--- config.mk ---
export PLATFORM = sky130hd
export DESIGN_NAME = alu_arbiter
export DESIGN_NICKNAME = d
export VERILOG_FILES = /design/src/rtl/alu_pkg.sv /design/src/rtl/alu.sv /design/src/rtl/alu_arbiter.sv
export SDC_FILE = /design/constraint.sdc
export NUM_CORES = 1
export LEC_CHECK = 0
export ABC_CLOCK_PERIOD_IN_PS = 6100
export CORE_ASPECT_RATIO = 1.1
export CORE_MARGIN = 2
export CORE_UTILIZATION = 30
export DETAILED_ROUTE_END_ITERATION = 10
export PLACE_DENSITY = 0.61
export SYNTH_ARGS = -nofsm -noshare
export SYNTH_HDL_FRONTEND = slang
export SYNTH_HIERARCHICAL = 1
export SYNTH_SLANG_ARGS = --single-unit
--- constraint.sdc ---
create_clock -name clk -period 6.1 [get_ports clk]
set_clock_uncertainty 0.15 [all_clocks]
set_input_delay 1.525 -clock clk [delete_from_list [all_inputs] [get_ports clk]]
set_output_delay 1.525 -clock clk [all_outputs]
set_load 0.01 [all_outputs]
--- src/rtl/alu_pkg.sv ---
// Shared ALU op codes, slot state encoding and op legality helper.
package alu_pkg;

    typedef logic [3:0] alu_op_t;

    localparam alu_op_t ALU_AND   = 4'b0000;
    localparam alu_op_t ALU_OR    = 4'b0001;
    localparam alu_op_t ALU_ADD   = 4'b0010;
    localparam alu_op_t ALU_SUB   = 4'b0110;
    localparam alu_op_t ALU_PASSB = 4'b0111;

    typedef enum logic {
        ST_EMPTY = 1'b0,
        ST_FULL  = 1'b1
    } slot_state_t;

    // True for the five op codes the ALU implements.
    function automatic logic is_legal_op(input alu_op_t op);
        logic legal;
        case (op)
            ALU_AND, ALU_OR, ALU_ADD, ALU_SUB, ALU_PASSB: legal = 1'b1;
            default:                                      legal = 1'b0;
        endcase
        return legal;
    endfunction

endpackage

--- src/rtl/alu.sv ---
// Combinational datapath ALU; illegal codes yield a zero result.
module alu
    import alu_pkg::*;
#(
    parameter int unsigned N = 64
) (
    input  logic [N-1:0] a,
    input  logic [N-1:0] b,
    input  alu_op_t      ALUControl,
    output logic [N-1:0] result,
    output logic         zero
);

    // Operation select; arithmetic wraps modulo 2^N.
    always_comb begin
        result = '0;
        case (ALUControl)
            ALU_AND:   result = a & b;
            ALU_OR:    result = a | b;
            ALU_ADD:   result = a + b;
            ALU_SUB:   result = a - b;
            ALU_PASSB: result = b;
            default:   result = '0;
        endcase
        zero = (result == '0);
    end

endmodule

--- src/rtl/alu_arbiter.sv ---
// Round-robin sharing of one ALU between two requesters with a
// one-entry registered response slot.
module alu_arbiter
    import alu_pkg::*;
#(
    parameter int unsigned N     = 64,
    parameter int unsigned CNT_W = 16
) (
    input  logic             clk,
    input  logic             reset,
    input  logic [1:0]       req_valid,
    output logic [1:0]       req_ready,
    input  alu_op_t          req0_op,
    input  alu_op_t          req1_op,
    input  logic [N-1:0]     req0_a,
    input  logic [N-1:0]     req0_b,
    input  logic [N-1:0]     req1_a,
    input  logic [N-1:0]     req1_b,
    output logic             rsp_valid,
    input  logic             rsp_ready,
    output logic             rsp_id,
    output logic [N-1:0]     rsp_result,
    output logic             rsp_zero,
    output logic             rsp_err,
    output logic [CNT_W-1:0] grant_cnt0,
    output logic [CNT_W-1:0] grant_cnt1
);

    slot_state_t  state, state_nxt;
    logic         ptr;
    logic         slot_free;
    logic         grant;
    logic         win;
    alu_op_t      win_op;
    logic [N-1:0] win_a, win_b;
    logic [N-1:0] alu_result;
    logic         alu_zero;

    assign rsp_valid = (state == ST_FULL);
    assign slot_free = !rsp_valid || rsp_ready;

    // Winner selection: lone requester wins, pointer breaks ties.
    always_comb begin
        win       = 1'b0;
        grant     = 1'b0;
        req_ready = 2'b00;
        if (req_valid == 2'b11) begin
            win = ptr;
        end else begin
            win = req_valid[1];
        end
        if (reset && slot_free && (req_valid != 2'b00)) begin
            grant     = 1'b1;
            req_ready = win ? 2'b10 : 2'b01;
        end
    end

    // Operand mux feeding the shared ALU.
    always_comb begin
        win_op = win ? req1_op : req0_op;
        win_a  = win ? req1_a  : req0_a;
        win_b  = win ? req1_b  : req0_b;
    end

    alu #(.N(N)) u_alu (
        .a          (win_a),
        .b          (win_b),
        .ALUControl (win_op),
        .result     (alu_result),
        .zero       (alu_zero)
    );

    // Slot next-state: stay full under backpressure or on refill.
    always_comb begin
        state_nxt = state;
        case (state)
            ST_EMPTY: if (grant) state_nxt = ST_FULL;
            ST_FULL: begin
                if (rsp_ready) state_nxt = grant ? ST_FULL : ST_EMPTY;
            end
            default: state_nxt = ST_EMPTY;
        endcase
    end

    // Slot state register.
    always_ff @(posedge clk or negedge reset) begin
        if (!reset) state <= ST_EMPTY;
        else        state <= state_nxt;
    end

    // Response payload, loaded only on a grant so it holds under backpressure.
    always_ff @(posedge clk or negedge reset) begin
        if (!reset) begin
            rsp_id     <= 1'b0;
            rsp_result <= '0;
            rsp_zero   <= 1'b0;
            rsp_err    <= 1'b0;
        end else if (grant) begin
            rsp_id     <= win;
            rsp_result <= alu_result;
            rsp_zero   <= alu_zero;
            rsp_err    <= !is_legal_op(win_op);
        end
    end

    // Round-robin pointer and per-requester grant counters.
    always_ff @(posedge clk or negedge reset) begin
        if (!reset) begin
            ptr        <= 1'b0;
            grant_cnt0 <= '0;
            grant_cnt1 <= '0;
        end else if (grant) begin
            ptr <= !win;
            if (win) grant_cnt1 <= grant_cnt1 + CNT_W'(1);
            else     grant_cnt0 <= grant_cnt0 + CNT_W'(1);
        end
    end

endmodule

==> impl_metrics.toml <==
[timing]
period_needed_ps = 7640
maxClockFrequency_ghz = 0.131
whs_ps = 323
setup-tns-final_ps = -24390
setup_viol = 38
hold_viol = 0
max_slew_margin_pct = 41.8
rsz0062_at_grt = "yes"
worstMarginPinSlew_ps = 871
final.period_utilization_pct = 125
slew_viol_final = 0
setup_slack_ps = -1540

[layout]
final_area_mm2 = 0.0244
drive_gt1_share_pct = 40.8
fin_util_pct = 53.7
diodes = 0
nets = 2951
nFillCells = 4193
areaGrowthSynthToFinish_pct = 77.2

[grt]
top_usage_layer = "met2"
grt_use_total_pct = 25.5
first_global_vias = 17700
grt_util_met3_pct = 2.17
gr-usage-met1_pct = 28.5
grt_antenna_before_repair = 0
grt_first_pass_wirelength_mm = 96.7
grt_overflow = 0
grt_max_degree = 65
met2_usage_pct = 48.6

[floorplan]
core_mm2 = 0.0455
ios = 371
die_x_um = 208
rows = 82
start_util_pct = 30.3
die_h_um = 229
die_area_mm2 = 0.0476

[cts]
clk_pin_slew_ps = 70
clk_latency_ps = 360
htreeDepth = 3
cts_hold_buf = 0
clockRootBuffer = "clkbuf_16"
numCtsBuffers = 9
clkSinkCount = 101
cts_buffer_depth = 2
tritoncts = "yes"

[detailed_routing]
drc = 0
viasPerCell = 5.34
num_vias = 17100
drt_iter0_markers = 929
ant_nets = 0
routed_wl_mm = 63.7
wl_per_cell_um = 19.9
first_pass_iters = 5

[yosys]
syn-cell-area_mm2 = 0.0138
synth_seq_cells = 101
synth_most_common_cell = "nand2_1"
synthArstFlopShare_pct = 100
synth-main-ff-cell = "dfrtp_1"
syn-instance-count = 1765
yosysSeqAreaShare_pct = 18.4
synth.distinct_cells = 105
ys_warn_count = 6
synth_area_leader_cell = "dfrtp_1"
synth.avg_cell_area_um2 = 7.80
synth_nets = 2103
synth_edf_count = 0
synth.area.top_cells = "dfrtp_1 18%, mux2_2 10%, nand2_1 8.3%"
netlist_top_cells_count = "303 x nand2_1, 127 x mux2_2, 115 x nor2_1"
synth_top_area_share_pct = 18.4

[power]
ir_worst_vdd_mv = 0.133
cellPowerDensity_mw_per_mm2 = 223
power_leakage_nw = 10.7

[critical_path]
startpoint_type = "input pin"
cp_slowest_stage_delay_ps = 600
crit_fanout = 5
rrSetupSlack_ps = -650
worstPathRequired_ps = 6250
endpoint = "rsp_zero"
end_kind = "flip-flop"
cpMostUsedCell = "buf_12"
critical_path.startpoint = "req_valid[0]"
rr_startpoint = "ptr"
worstSetupPathType = "input pin to flip-flop"
cpMaxStageDelayCell = "or4_4"
ff2ff_path_depth = 28
r2r-end = "rsp_zero"
cp.arrival_ps = 7780

[hold_path]
hp-class = "flip-flop to flip-flop"

[outcome]
failed_checks = "negative setup slack"
status = "complete, but fails checks"

[flow_run]
drv_cap = 0

[placement]
place_area_mm2 = 0.0216
dp_hpwl_mm = 50.6
gp_congestion = 0.969
io_buffers = 370
==> sequential cells by signal, indices dropped and copies added (netlist names) <==
name,flops
rsp_result,64
grant_cnt0,16
grant_cnt1,16
ptr,1
rsp_err,1
rsp_id,1
rsp_valid,1
rsp_zero,1
==> cells in the final DEF, fill, tap and decap left out, drive strengths merged, types with 6 or more instances in the layout <==
cell           count
a211o              8
o21bai            11
a31o              10
o21a              13
a21o              29
a21boi             8
a31oi             12
maj3              63
and4               7
nand2            304
or3               22
clkbuf            11
a211oi            11
o211ai            12
nor2b             10
ha                68
mux2             134
or2                7
or4               12
o22ai             24
nor2             115
dfrtp            101
nand4             45
a21oi             95
a22oi             61
nand2b             9
and2               6
nor4              20
o31ai             20
and3              17
inv               29
buf              595
nor3              34
nand3             26
o41ai              8
xor2              62
xnor2             70
clkdlybuf4s50    367
o21ai             92
==> cell families after synthesis <==
group	count (synthesis)	share of synthesized area, %
AOI/OAI and AO/OA	457	22.7
buffers and inverters	156	5.86
muxes	138	11.3
and+or+nand+nor	649	22.5
adders and majority gates	132	10.9
DFF	101	18.4
xor gates and xnor gates	132	8.40
==> worst min-delay path by stage <==
stage / start / end / slack [ps] / cells past startpoint
global route: grant_cnt0[15] / grant_cnt0[15] / 340 / 1
global placement: rsp_result[49] / rsp_result[49] / 310 / 2
finish: rsp_result[25] / rsp_result[25] / 320 / 2
floorplan: grant_cnt1[15] / grant_cnt1[15] / 350 / 1
CTS: rsp_result[25] / rsp_result[25] / 330 / 2
detailed placement: rsp_result[36] / rsp_result[36] / 310 / 2
==> critical path, delay by kind of cell <==
family | cells | cell delay (ps)
and+or+nand+nor | 8 | 2390
xor gates and xnor gates | 2 | 350
AOI/OAI and AO/OA | 9 | 1850
adders and majority gates | 1 | 330
buffers and inverters | 9 | 1010
muxes | 1 | 290
==> final cells by class <==
type / count / area [µm²] / area share (%)
Clock buffer: 10 / 239 / 0.980
Inverter: 30 / 130 / 0.534
Tap cell: 588 / 736 / 3.02
Sequential cell: 101 / 2530 / 10.4
Multi-Input combinational cell: 1508 / 12200 / 50.1
Timing Repair Buffer: 963 / 8490 / 34.8
Clock inverter: 6 / 38.8 / 0.159
==> stage by stage <==
step / std cells / total power, mW / worst slack, ps
global placement: 3102 / 4.22 / -2420
floorplan: 1765 / 2.57 / -1310
detailed placement: 3102 / 4.24 / -2490
CTS: 3176 / 5.09 / -1520
global route: 3206 / 5.76 / -1820
finish: 3206 / 5.44 / -1540
==> metal layers <==
metal | vias to the layer above | part of all wire [%]
met2 | 516 | 52
met5 | - | 0
met1 | 8292 | 39
li1 | 8168 | -
met4 | 0 | 4.9
met3 | 141 | 3.6
==> timing repair <==
action	4_1_cts	5_1_grt
buffers inserted	59	41
gates resized for setup	203	223
gates cloned	1	0
setup endpoints to repair	52	50
pin swaps	88	138
==> power by group <==
part	internal [mW]	leakage, nW	switching, mW	total [mW]
Combinational	2.06	9.26	1.93	3.98
Clock	0.287	0.134	0.278	0.565
Sequential	0.786	1.35	0.101	0.887
Note: power is estimated with default switching activity, not from simulation.
